--- config.mk ---
export PLATFORM = sky130hd
export DESIGN_NAME = imem_loader
export DESIGN_NICKNAME = d
export VERILOG_FILES = /design/src/rtl/imem_loader.sv
export SDC_FILE = /design/constraint.sdc
export NUM_CORES = 1
export LEC_CHECK = 0
export CAP_MARGIN = 20
export CORE_MARGIN = 10
export CORE_UTILIZATION = 55
export DETAILED_ROUTE_END_ITERATION = 7
export PLACE_DENSITY = 0.82
export SLEW_MARGIN = 40
export SYNTH_ARGS = -nofsm -noshare
export SYNTH_HDL_FRONTEND = slang
export SYNTH_SLANG_ARGS = --single-unit
export TNS_END_PERCENT = 1
--- constraint.sdc ---
create_clock -name clk -period 4.2 [get_ports clk]
set_input_delay 0.84 -clock clk [delete_from_list [all_inputs] [get_ports clk]]
set_output_delay 0.84 -clock clk [all_outputs]
set_load 0.005 [all_outputs]
--- src/rtl/imem_loader.sv ---
// imem_loader: fills instruction memory from a framed byte stream (SYNC, CNT_HI, CNT_LO, N x {hi,lo}, CHK).
// Latency: each word is written one cycle after its lo byte is accepted; done/error are registered one cycle after the deciding byte.
// Backpressure: in_ready is combinational, high only in SYNC..CHECK with start=0 and rst=0; no stall is needed around write pulses.
module imem_loader #(
   parameter int         ISIZE     = 16,
   parameter int         DSIZE     = 16,
   parameter int         MAX_WORDS = 256,
   parameter logic [7:0] SYNC_BYTE = 8'hA5
) (
   input  logic             clk,
   input  logic             rst,
   input  logic             start,
   input  logic             in_valid,
   input  logic [7:0]       in_data,
   output logic             in_ready,
   output logic             mem_wen,
   output logic [ISIZE-1:0] mem_addr,
   output logic [DSIZE-1:0] mem_wdata,
   output logic             cpu_hold,
   output logic             done,
   output logic             error,
   output logic [ISIZE-1:0] words_loaded
);

   typedef enum logic [3:0] {
      IDLE, SYNC, CNT_HI, CNT_LO, DATA_HI, DATA_LO, CHECK, DONE, ERR
   } state_t;

   state_t           state;
   logic [15:0]      count;
   logic [7:0]       chk;
   logic [7:0]       hi_byte;
   logic [15:0]      cnt_full;
   logic [ISIZE-1:0] wl_next;
   logic             acc;

   // words_loaded doubles as the next write address, so one counter serves both
   assign wl_next  = words_loaded + ISIZE'(1);
   assign cnt_full = {count[15:8], in_data};
   assign acc      = in_valid & in_ready;

   // Accept bytes only while parsing a frame and never in a start or reset cycle
   always_comb begin
      in_ready = 1'b0;
      case (state)
         SYNC, CNT_HI, CNT_LO, DATA_HI, DATA_LO, CHECK: in_ready = ~start & ~rst;
         default:                                       in_ready = 1'b0;
      endcase
   end

   // Frame parser: start has priority over any byte and re-arms from every state
   always_ff @(posedge clk) begin
      if (rst) begin
         state        <= IDLE;
         mem_wen      <= 1'b0;
         mem_addr     <= '0;
         mem_wdata    <= '0;
         cpu_hold     <= 1'b0;
         done         <= 1'b0;
         error        <= 1'b0;
         words_loaded <= '0;
         count        <= '0;
         chk          <= '0;
         hi_byte      <= '0;
      end else begin
         mem_wen <= 1'b0;
         if (start) begin
            state        <= SYNC;
            cpu_hold     <= 1'b1;
            done         <= 1'b0;
            error        <= 1'b0;
            words_loaded <= '0;
            chk          <= '0;
         end else if (acc) begin
            case (state)
               SYNC: begin
                  if (in_data == SYNC_BYTE) state <= CNT_HI;
               end
               CNT_HI: begin
                  count[15:8] <= in_data;
                  chk         <= chk ^ in_data;
                  state       <= CNT_LO;
               end
               CNT_LO: begin
                  count[7:0] <= in_data;
                  chk        <= chk ^ in_data;
                  if (cnt_full == 16'd0) begin
                     state <= CHECK;
                  end else if (cnt_full > 16'(MAX_WORDS)) begin
                     state <= ERR;
                     error <= 1'b1;
                  end else begin
                     state <= DATA_HI;
                  end
               end
               DATA_HI: begin
                  hi_byte <= in_data;
                  chk     <= chk ^ in_data;
                  state   <= DATA_LO;
               end
               DATA_LO: begin
                  chk          <= chk ^ in_data;
                  mem_wen      <= 1'b1;
                  mem_addr     <= words_loaded;
                  mem_wdata    <= DSIZE'({hi_byte, in_data});
                  words_loaded <= wl_next;
                  state        <= (wl_next == ISIZE'(count)) ? CHECK : DATA_HI;
               end
               CHECK: begin
                  if (in_data == chk) begin
                     state    <= DONE;
                     done     <= 1'b1;
                     cpu_hold <= 1'b0;
                  end else begin
                     // CPU stays held on a bad image
                     state <= ERR;
                     error <= 1'b1;
                  end
               end
               default: ;
            endcase
         end
      end
   end

endmodule

# After elaboration in Yosys (flattened, before gate mapping)
# Index checks and enable logic that the tools add are counted.
# W data, S select, Z words.
# totals
ff_bits,88
in_bits,12
out_inout_bits,53
elab_cells,75
# op_classes
n_addsub,1
n_lt_le_gt_ge,1
eq_ne,14
muxes,18
bitwise,6
reduce_logical,22
# op_table
cell,n
$pmux W4 S6,1
$reduce_and A3 Y1,8
$add A16 B1 Y16 const B,1
$eq A16 B16 Y1,1
$gt A16 B9 Y1 const B,1
$logic_not A16 Y1,1
$mux W4,4
$eq A4 B3 Y1 const B,3
$mux W1,11
$eq A4 B2 Y1 const B,2
$eq A8 B8 Y1,1
$eq A8 B8 Y1 const B,1
$ne A2 B2 Y1 const B,4
$reduce_bool A2 Y1,4
$xor A8 B8 Y8,1
$reduce_bool A7 Y1,1
$reduce_bool A6 Y1,1
$reduce_or A6 Y1,1
$reduce_and A5 Y1,1
$eq A4 B1 Y1 const B,1
$reduce_and A2 Y1,2
$reduce_or A4 Y1,1
$ne A3 B3 Y1 const B,1
$not A1 Y1,3
5 further kinds,6

# Logic depth before layout (Yosys ltp)
# Gate-level depths: netlist (run 1).
# depth
word_depth,6
mapped_depth,10
mapped_depth_nobuf,7

# Worst setup path after synthesis (run 1)
# Ideal clock, no wire load.
# synth_path
path_type,input to output
start,in rst
end,out in_ready
t_arrival_ps,1642
required_ps,3360
slack_ps,1718
cell_stages,4
path_buffers,2
cell_sequence,clkbuf_1 or2_2 clkbuf_1 nor4_1
# synth_between
elab_chain_cells,3
# synth_lines
element,line,rtl
start: declaration,11,"input logic rst,"
$not A1 Y1,46,"SYNC, CNT_HI, CNT_LO, DATA_HI, DATA_LO, CHECK: in_ready = ~start & ~rst;"
$and A1 B1 Y1,46,
$mux W1,45,case (state)
end: declaration,15,"output logic in_ready,"
# No other way between the ends.

# Worst setup path after layout (run 1)
# layout_path
start,in start
end,out in_ready
# layout_between
elab_chain_cells,3
# layout_lines
element,line,rtl
start: declaration,12,"input logic start,"
$not A1 Y1 (no line),-,
$and A1 B1 Y1,46,
$mux W1,45,
# No other way between the ends.

==> results of run 1 <==
==> cells in the final DEF (no fill, tap or decap), types with 3 or more instances in the layout <==
cell type and instances:
sky130_fd_sc_hd__nand2_1 95, sky130_fd_sc_hd__nor2b_1 3, sky130_fd_sc_hd__inv_1 3, sky130_fd_sc_hd__a21oi_1 48, sky130_fd_sc_hd__mux2i_1 16, sky130_fd_sc_hd__nor3_1 10
sky130_fd_sc_hd__nand3_1 21, sky130_fd_sc_hd__buf_4 6, sky130_fd_sc_hd__dfxtp_1 88, sky130_fd_sc_hd__inv_8 3, sky130_fd_sc_hd__or4_1 3, sky130_fd_sc_hd__nor4_1 4
sky130_fd_sc_hd__o21ai_0 5, sky130_fd_sc_hd__a31oi_1 3, sky130_fd_sc_hd__nand2b_1 4, sky130_fd_sc_hd__xor2_1 20, sky130_fd_sc_hd__clkdlybuf4s50_1 63, sky130_fd_sc_hd__nand4_1 7
sky130_fd_sc_hd__clkbuf_8 9, sky130_fd_sc_hd__nor2_1 54, sky130_fd_sc_hd__xnor2_1 35
==> layer usage <==
| layer | vias up | track usage (%) | share of wire [%] |
|---|---|---|---|
| met5 | - | 0 | 0 |
| met4 | 0 | 8.61 | 2.1 |
| met3 | 19 | 5.31 | 6.4 |
| met2 | 108 | 29.2 | 49 |
| met1 | 1665 | 20.7 | 42 |
| li1 | 1730 | - | - |
==> kinds of logic after synthesis <==
logic type                 Yosys count
AOI/OAI and AO/OA                   69
xor gates and xnor gates            55
adders and majority gates            1
buffers and inverters               42
DFF                                 88
muxes                               16
and+or+nand+nor                    222
==> cell usage after synthesis (2+ instances only) <==
library cell | count | area share (%)
sky130_fd_sc_hd__nor2b_1 | 3 | 0.46
sky130_fd_sc_hd__nor4_1 | 4 | 0.62
sky130_fd_sc_hd__nand3_1 | 21 | 2.6
sky130_fd_sc_hd__a31oi_1 | 3 | 0.46
sky130_fd_sc_hd__nand4b_1 | 2 | 0.43
sky130_fd_sc_hd__nand2b_1 | 4 | 0.62
sky130_fd_sc_hd__o21ai_0 | 5 | 0.62
sky130_fd_sc_hd__o21a_1 | 2 | 0.37
sky130_fd_sc_hd__o22ai_1 | 2 | 0.31
sky130_fd_sc_hd__dfxtp_1 | 88 | 43
sky130_fd_sc_hd__buf_4 | 9 | 1.7
sky130_fd_sc_hd__clkbuf_1 | 15 | 1.4
sky130_fd_sc_hd__nand2_1 | 95 | 8.8
sky130_fd_sc_hd__xor2_1 | 20 | 4.3
sky130_fd_sc_hd__a21oi_1 | 48 | 5.9
sky130_fd_sc_hd__nand3_2 | 2 | 0.49
sky130_fd_sc_hd__o211ai_1 | 2 | 0.37
sky130_fd_sc_hd__nand4_1 | 7 | 1.1
sky130_fd_sc_hd__nor3_1 | 10 | 1.2
sky130_fd_sc_hd__inv_1 | 3 | 0.28
sky130_fd_sc_hd__mux2i_1 | 16 | 3.9
sky130_fd_sc_hd__buf_2 | 11 | 1.4
sky130_fd_sc_hd__xnor2_1 | 35 | 7.5
sky130_fd_sc_hd__nor4bb_1 | 2 | 0.49
sky130_fd_sc_hd__nor2_1 | 54 | 5.0
sky130_fd_sc_hd__or4_1 | 3 | 0.55
==> power by group through the flow <==
stage	clock (W)	combinational, W	sequential, W
after floorplan	0	0.0000295	0.000855
after global placement	0	0.0000508	0.000857
after detailed placement	0	0.0000522	0.000857
after CTS	0.000583	0.0000523	0.000838
after global routing	0.000623	0.0000561	0.000838
final	0.000574	0.0000523	0.000838
==> worst reg2reg max path, cell delays in order, from the launching register on <==
cell and delay (ps):
sky130_fd_sc_hd__dfxtp_1 500, sky130_fd_sc_hd__ha_1 350, sky130_fd_sc_hd__and4_1 290, sky130_fd_sc_hd__nand2_1 110, sky130_fd_sc_hd__nand2_1 80, sky130_fd_sc_hd__o221ai_1 90
sky130_fd_sc_hd__or4_1 560, sky130_fd_sc_hd__o31ai_1 260
==> cell type report <==
type / instances / area, um^2 / area share, %
well taps: 99 / 124 / 2.55
clock inverters: 7 / 68.8 / 1.41
clock buffers: 9 / 124 / 2.55
multi-input cells: 363 / 2090 / 43.0
inverters: 4 / 15.0 / 0.309
flip-flops and latches: 88 / 1760 / 36.2
repair buffers: 70 / 681 / 14.0
==> flip-flops by register name, indices dropped and copies added (netlist names) <==
name and flops:
mem_wdata 16, count 16, mem_wen 1, chk 8
hi_byte 8, words_loaded 16, mem_addr 16, cpu_hold 1
done 1, error 1, state 4
==> through the flow <==
stage          utilization, %  instances  total power (W)  cell area (um^2)  hold slack, ps
6_report                 67.4        640          0.00146              4870             458
5_1_grt                  67.4        640          0.00152              4870             476
4_1_cts                  67.4        640          0.00147              4870             459
3_5_place_dp             64.8        624         0.000909              4670             446
3_3_place_gp             64.8        624         0.000908              4670             438
2_1_floorplan               -        493         0.000885              4060             432
==> worst min path at each step <==
| stage | from | endpoint | slack (ps) | cells past startpoint |
|---|---|---|---|---|
| floorplan | hi_byte[2]$_SDFFE_PP0P_ | mem_wdata[10]$_SDFFE_PP0P_ | 430 | 2 |
| global placement | hi_byte[1]$_SDFFE_PP0P_ | mem_wdata[9]$_SDFFE_PP0P_ | 440 | 2 |
| detailed placement | mem_addr[9]$_SDFFE_PP0P_ | mem_addr[9]$_SDFFE_PP0P_ | 450 | 2 |
| CTS | mem_addr[9]$_SDFFE_PP0P_ | mem_addr[9]$_SDFFE_PP0P_ | 460 | 2 |
| global route | mem_addr[9]$_SDFFE_PP0P_ | mem_addr[9]$_SDFFE_PP0P_ | 480 | 2 |
| finish | mem_addr[9]$_SDFFE_PP0P_ | mem_addr[9]$_SDFFE_PP0P_ | 460 | 2 |
==> tab_implementation.tex, run 1 <==
\begin{tabular}{lr}
\hline
Metric & Value \\
\hline
\multicolumn{2}{l}{\textbf{Status}} \\
\quad Result of the run & finished, final reports clean \\
\multicolumn{2}{l}{\textbf{Clock tree}} \\
\quad Clock transition at the registers of the reported paths & around 90 ps \\
\quad Resized Gates After CTS & 0 \\
\quad TritonCTS sink count & a little under 90 \\
\quad Clock Path Buffers & 2 \\
\quad CTS buffer count & 9 \\
\quad Clock tree root driver cell & sky130\_fd\_sc\_hd\_\_clkbuf\_8 \\
\quad CTS H-tree lvls & 3 \\
\quad TritonCTS clock tree & done \\
\quad Number of buffers inserted by hold repair at cts & 0 \\
\quad Clk\_lat worst skew & between 300 and 400 ps \\
\quad Number of buffers inserted to repair setup after CTS & 0 \\
\multicolumn{2}{l}{\textbf{GRT}} \\
\quad Global-route usage over all layers & between 15 and 20\% \\
\quad Initial antenna violation count & 0 \\
\quad Number of global-route vias before repair & approximately 3400 \\
\quad First-pass GRT wire length & between 15000 and 20000 um \\
\quad Largest net degree at the start of global routing & 42 \\
\quad Remaining Overflow, GRT & 0 \\
\multicolumn{2}{l}{\textbf{Synth}} \\
\quad Post-synthesis share of cell area spent on full adders, half adders and majority gates & 0.308\% \\
\quad Warnings, synthesis & 0 \\
\quad Netlist Area Pre-Place & around 4100 um\^{}2 \\
\quad Nets in the synthesized netlist & 506 \\
\quad Share of flip-flops with an asynchronous set or reset & 0\% \\
\quad XOR/XNOR share of the synthesized area & about an eighth \\
\quad Sequential element share of the synthesized area & between 40\% and 50\% \\
\quad Post-synthesis area per instance & around 8 um\^{}2 \\
\quad Fraction of the mapped netlist area in compound gates & under 10\% \\
\quad Proportion of synthesized area in mux cells & roughly 3.9\% \\
\quad Dominant register cell in the synthesized netlist & sky130\_fd\_sc\_hd\_\_dfxtp\_1 \\
\quad Distinct cell type count of the synthesized netlist & 53 \\
\quad Synthesized flop and latch total & slightly below 90 \\
\quad Combinational family with the most area after synthesis & simple AND/OR/NAND/NOR gates \\
\quad Number of enable-type register cells in the synthesized netlist & 0 \\
\quad Count of mapped cells out of synthesis & between 400 and 500 \\
\quad Basic-gate share of the synthesized area counting and, or, nand and nor cells & roughly 26\% \\
\multicolumn{2}{l}{\textbf{Pwr}} \\
\quad Clock network fraction of design power & between 30\% and 40\% \\
\quad Internal power & between 0.001 and 0.0015 W \\
\quad Proportion of power drawn by flip-flops and latches & between 50\% and 60\% \\
\quad Power per cell area & between 300 and 400 nW/um\^{}2 \\
\quad Switching power summed over all nets & around 0.00038 W \\
\quad Total leakage power & roughly 1.7 nW \\
\quad Sw Ratio & between 20 and 30\% \\
\quad Peak supply drop & roughly 0.0002 V \\
\quad Combinational share of power & approximately 3.6\% \\
\multicolumn{2}{l}{\textbf{Detailed routing}} \\
\quad Detailed router's first-iteration violation count & 192 \\
\quad Routed wire length per instance & 15.3 um \\
\quad Post-DRT Antenna Nets & 0 \\
\quad Number of iterations in the first detailed-routing pass & 5 \\
\quad Total via count after detailed routing & about 3500 \\
\quad DRC & 0 \\
\quad DRT Wirelength & 9800 um \\
\quad Average via count per standard cell & $\sim$5.5 \\
\multicolumn{2}{l}{\textbf{Placed design}} \\
\quad Worst slack after detailed placement & approximately 700 ps \\
\quad Number of port buffers & 64 \\
\quad Global placer's final weighted congestion & between 0.9 and 1 \\
\quad Total half-perimeter wirelength after legalization and detailed placement & slightly below 7000 um \\
\multicolumn{2}{l}{\textbf{Die}} \\
\quad Die Span X & between 100 and 150 um \\
\quad Die area & 11200 um\^{}2 \\
\quad Core region area & around 7000 um\^{}2 \\
\quad Effective utilization at floorplan & about 56\% \\
\quad FP Rows & 31 \\
\quad Number of top-level design ports & 65 \\
\quad Die H & roughly 110 um \\
\multicolumn{2}{l}{\textbf{Worst setup path}} \\
\quad Crit path required time & about 3400 ps \\
\quad Reg2reg setup slack & $\sim$1900 ps \\
\quad Crit-path cells & clkdlybuf4s50\_1, or2\_2, nor4\_1, clkdlybuf4s50\_1 \\
\quad Critical path start-end classification & in -> out \\
\quad End point of the critical path & in\_ready \\
\quad Endpoint of the lowest-slack register-to-register path & state[1]\$\_SDFFE\_PP0P\_ \\
\quad Crit path top cell by count & sky130\_fd\_sc\_hd\_\_clkdlybuf4s50\_1 \\
\quad CP max-delay cell & sky130\_fd\_sc\_hd\_\_or2\_2 \\
\quad Critical path launch point & start \\
\quad CP top delay family & buffers and inverters \\
\quad Slowest Stage Delay on Critical Path & about 560 ps \\
\quad Critical path arrival & approximately 2700 ps \\
\quad Count of cells along the worst register-to-register path & 7 \\
\quad Worst flop-to-flop path startpoint & words\_loaded[0]\$\_SDFFE\_PP0P\_ \\
\quad Maximum fanout count along the critical path & 27 \\
\quad Number of gates on the worst path with buffers counted & 4 \\
\quad Worst Path Buf+Inv & 2 \\
\quad Critical path startpoint category & primary input \\
\quad Critical Path End Type & output port \\
\multicolumn{2}{l}{\textbf{Finish}} \\
\quad NumNets Final & between 500 and 600 \\
\quad Area growth from synthesis to layout & 19.8\% \\
\quad Count of antenna diodes in the layout & 0 \\
\quad Count of fill cells added during filler insertion & between 600 and 700 \\
\quad Layout cell share with drive strength beyond 1 & under 10\% \\
\multicolumn{2}{l}{\textbf{STA}} \\
\quad Crit path time final & approximately 3500 ps \\
\quad Max-slew violations & 0 \\
\quad Final setup violating endpoints & 0 \\
\quad Actual transition at the worst max-transition pin & approximately 570 ps \\
\quad Share of the cycle needed by the critical path after routing & between 80\% and 90\% \\
\quad Setup TNS after final layout & 0 ps \\
\quad Rel. slew slack & between 60 and 70\% \\
\quad Post-layout worst setup margin & slightly below 700 ps \\
\quad RSZ-0062 raised after global routing & no \\
\quad Highest Clock Rate & 0.285 GHz \\
\quad Post-Route Skew & roughly 5.7 ps \\
\quad Hold Fails Final Rpt & 0 \\
\multicolumn{2}{l}{\textbf{Min path}} \\
\quad Tightest Hold Check Type & reg -> reg \\
\multicolumn{2}{l}{\textbf{Job}} \\
\quad Number of max-cap violations & 0 \\
\hline
\end{tabular}
Power figures use the tool's default switching activity.
==> run 2, diff against run 1 <==
--- a/config.mk
+++ b/config.mk
@@ -7,9 +7,9 @@
 export LEC_CHECK = 0
 export CAP_MARGIN = 20
 export CORE_MARGIN = 10
-export CORE_UTILIZATION = 55
+export CORE_UTILIZATION = 53
 export DETAILED_ROUTE_END_ITERATION = 7
-export PLACE_DENSITY = 0.82
+export PLACE_DENSITY = 0.79
 export SLEW_MARGIN = 40
 export SYNTH_ARGS = -nofsm -noshare
 export SYNTH_HDL_FRONTEND = slang
==> constraint.sdc (replaced) <==
create_clock -name clk -period 3.4 [get_ports clk]
set_input_delay 0.68 -clock clk [delete_from_list [all_inputs] [get_ports clk]]
set_output_delay 0.68 -clock clk [all_outputs]
set_load 0.005 [all_outputs]
==> tab_implementation.tex, run 2 (synthesis gave the netlist of run 1 again) <==
\begin{tabular}{lr}
\hline
Metric & Value \\
\hline
\multicolumn{2}{l}{\textbf{Worst setup path}} \\
\quad Critical Path End Type & output port \\
\quad Critical path arrival & 2190 ps (-470 ps) \\
\quad Maximum fanout count along the critical path & 5 (-81\%) \\
\quad Crit path required time & 2720 ps (-640 ps) \\
\quad Critical path startpoint category & primary input \\
\quad Worst Path Buf+Inv & 2 (unchanged) \\
\quad Crit-path cells & clkdlybuf4s50\_1, or2\_2, nor4\_1, clkdlybuf4s50\_1 \\
\quad Critical path start-end classification & in -> out \\
\quad Crit path top cell by count & sky130\_fd\_sc\_hd\_\_clkdlybuf4s50\_1 \\
\quad Slowest Stage Delay on Critical Path & 550 ps (about the same) \\
\quad CP top delay family & buffers and inverters \\
\quad CP max-delay cell & sky130\_fd\_sc\_hd\_\_clkdlybuf4s50\_1 \\
\multicolumn{2}{l}{\textbf{STA}} \\
\quad Final setup violating endpoints & 0 (unchanged) \\
\quad Highest Clock Rate & between 0.3 and 0.4 GHz \\
\quad Post-layout worst setup margin & 531 ps (-165 ps) \\
\quad Final Hold Slack & 457 ps (-1.53 ps) \\
\quad Hold Fails Final Rpt & 0 (unchanged) \\
\quad Share of the cycle needed by the critical path after routing & 84.4\% \\
\quad Actual transition at the worst max-transition pin & 526 ps (-40.0 ps) \\
\quad Rel. slew slack & 64.4\% (+2.2 points) \\
\quad Setup TNS after final layout & 0 ps (unchanged) \\
\quad RSZ-0062 raised after global routing & no \\
\quad Max-slew violations & 0 (unchanged) \\
\quad Post-Route Skew & 12.7 ps (+7.00 ps) \\
\quad Crit path time final & $\sim$2900 ps \\
\multicolumn{2}{l}{\textbf{Finish}} \\
\quad Final non-filler cell area & 4980 um\^{}2 (+2.3\%) \\
\quad Layout cell share with drive strength beyond 1 & 7.13\% (+1.0 points) \\
\quad Number of cells in the finished layout apart from fillers & 646 (+0.94\%) \\
\quad NumNets Final & 555 (+1.1\%) \\
\quad Most common cell after layout, fill and taps aside & sky130\_fd\_sc\_hd\_\_nand2\_1 \\
\quad Area growth from synthesis to layout & 22.6\% \\
\quad Sequential Area & 1760 um\^{}2 (unchanged) \\
\quad Area of the multi-input gates & 2090 um\^{}2 (unchanged) \\
\quad Most used cells in the layout excluding fill and tap cells & 95 x sky130\_fd\_sc\_hd\_\_nand2\_1, 88 x sky130\_fd\_sc\_hd\_\_dfxtp\_1, 63 x sky130\_fd\_sc\_hd\_\_clkdlybuf4s50\_1 \\
\quad Count of antenna diodes in the layout & 0 (unchanged) \\
\quad Count of fill cells added during filler insertion & 601 (-4.5\%) \\
\multicolumn{2}{l}{\textbf{Placed design}} \\
\quad Number of port buffers & 64 (unchanged) \\
\quad Total half-perimeter wirelength after legalization and detailed placement & 7300 um (+5.5\%) \\
\quad Global placer's final weighted congestion & 0.908 (-0.34\%) \\
\quad Worst slack after detailed placement & 402 ps (-281 ps) \\
\quad Area post-placement & 4720 um\^{}2 (+0.96\%) \\
\quad Placed cell count & 630 (+0.96\%) \\
\multicolumn{2}{l}{\textbf{Die}} \\
\quad Die area & 11600 um\^{}2 (+3.1\%) \\
\quad Number of top-level design ports & 65 (unchanged) \\
\quad Effective utilization at floorplan & 55.1\% (-1.2 points) \\
\quad FP Rows & 31 (unchanged) \\
\quad Die Span X & 108 um (+1.5\%) \\
\quad Core region area & 7370 um\^{}2 (+2.2\%) \\
\quad Die H & 108 um (+1.5\%) \\
\multicolumn{2}{l}{\textbf{Clock tree}} \\
\quad TritonCTS clock tree & done \\
\quad Resized Gates After CTS & 0 (unchanged) \\
\quad Clk\_lat worst skew & 350 ps (-20 ps) \\
\quad CTS H-tree lvls & 3 (unchanged) \\
\quad Clock transition at the registers of the reported paths & 100 ps (about the same) \\
\quad Clock tree root driver cell & sky130\_fd\_sc\_hd\_\_clkbuf\_8 \\
\quad Number of buffers inserted to repair setup after CTS & 0 (unchanged) \\
\quad Number of buffers inserted by hold repair at cts & 0 (unchanged) \\
\quad Clock Path Buffers & 2 (unchanged) \\
\quad CTS buffer count & 9 (unchanged) \\
\quad TritonCTS sink count & 88 (unchanged) \\
\multicolumn{2}{l}{\textbf{Detailed routing}} \\
\quad DRC & 0 (unchanged) \\
\quad Total via count after detailed routing & 3533 (+0.31\%) \\
\quad Routed wire length per instance & 15.8 um (+3.1\%) \\
\quad Average via count per standard cell & 5.47 (-0.62\%) \\
\quad Post-DRT Antenna Nets & 0 (unchanged) \\
\quad Number of iterations in the first detailed-routing pass & 4 (-1) \\
\quad DRT Wirelength & 10200 um (+4.1\%) \\
\quad Detailed router's first-iteration violation count & 281 (+46\%) \\
\multicolumn{2}{l}{\textbf{GRT}} \\
\quad Largest net degree at the start of global routing & 42 (unchanged) \\
\quad Number of global-route vias before repair & 3495 (+1.6\%) \\
\quad Global-route usage over all layers & 17.2\% (-0.52 points) \\
\quad Initial antenna violation count & 0 (unchanged) \\
\quad First-pass GRT wire length & 16600 um (+0.13\%) \\
\quad Remaining Overflow, GRT & 0 (unchanged) \\
\multicolumn{2}{l}{\textbf{Pwr}} \\
\quad Sw Ratio & 22.4\% (-3.3 points) \\
\quad Clock network fraction of design power & 45.2\% (+6.0 points) \\
\quad Total leakage power & 1.76 nW (+3.4\%) \\
\quad Power per cell area & 405 nW/um\^{}2 (+35\%) \\
\quad Switching power summed over all nets & 0.000451 W (+20\%) \\
\quad Internal power & 0.00156 W (+44\%) \\
\quad Combinational share of power & 3.4\% (-0.2 points) \\
\quad Proportion of power drawn by flip-flops and latches & 51.4\% (-5.8 points) \\
\quad Peak supply drop & 0.000293 V (+49\%) \\
\multicolumn{2}{l}{\textbf{Status}} \\
\quad Result of the run & finished, final reports clean \\
\multicolumn{2}{l}{\textbf{Job}} \\
\quad Number of max-cap violations & 0 (unchanged) \\
\multicolumn{2}{l}{\textbf{Min path}} \\
\quad Tightest Hold Check Type & reg -> reg \\
\hline
\end{tabular}
[run 2: cell types whose count changed in the layout (fill, tap and decap cells not counted), sizes merged]
cell	before	now
buf	7	13
bufinv	0	3
clkinv	2	1
inv	9	7
[run 2: area by class of cell]
cell class	instances	area share [%]
Timing Repair Buffer	76	14.6
Inverter	4	0.302
Clock inverter	7	2.71
Sequential cell	88	35.4
Tap cell	99	2.49
Multi-Input combinational cell	363	42.0
Clock buffer	9	2.49
[run 2: worst paths after layout]
kind / startpoint / to / slack, ps / cells after the start
hold / removal: mem_addr[9]$_SDFFE_PP0P_ / mem_addr[9]$_SDFFE_PP0P_ / 460 / 2
setup reg to reg: words_loaded[0]$_SDFFE_PP0P_ / state[1]$_SDFFE_PP0P_ / 1060 / 7
hold reg to reg: mem_addr[9]$_SDFFE_PP0P_ / mem_addr[9]$_SDFFE_PP0P_ / 460 / 2
setup / recovery: start / in_ready / 530 / 4
[run 2: power groups by stage]
| stage | Sequential [W] | Combinational [W] | Clock, W |
|---|---|---|---|
| after global routing | 0.00104 | 0.0000737 | 0.000970 |
| after detailed placement | 0.00106 | 0.0000688 | 0 |
| final | 0.00103 | 0.0000695 | 0.000911 |
| after floorplan | 0.00106 | 0.0000365 | 0 |
| after global placement | 0.00106 | 0.0000681 | 0 |
| after CTS | 0.00103 | 0.0000691 | 0.000927 |
[run 2: per-layer routing]
layer | share of wire, % | track usage [%] | up-vias
li1 | - | - | 1747
met1 | 43 | 20.0 | 1656
met2 | 48 | 29.4 | 118
met3 | 8.4 | 5.51 | 12
met4 | 1.0 | 5.25 | 0
met5 | 0 | 0 | -
[run 2: metrics by stage]
| step | utilization, % | total power, W |
|---|---|---|
| floorplan | - | 0.00109 |
| global placement | 64.0 | 0.00113 |
| detailed placement | 64.0 | 0.00113 |
| CTS | 67.5 | 0.00203 |
| global route | 67.5 | 0.00208 |
| finish | 67.5 | 0.00201 |
[run 2: worst reg2reg max path, stage by stage (launching register included)]
cell and delay [ps]:
sky130_fd_sc_hd__dfxtp_1 530, sky130_fd_sc_hd__ha_1 350, sky130_fd_sc_hd__and4_1 290, sky130_fd_sc_hd__nand2_1 100, sky130_fd_sc_hd__nand2_1 80, sky130_fd_sc_hd__o221ai_1 110, sky130_fd_sc_hd__or4_1 560, sky130_fd_sc_hd__o31ai_1 250
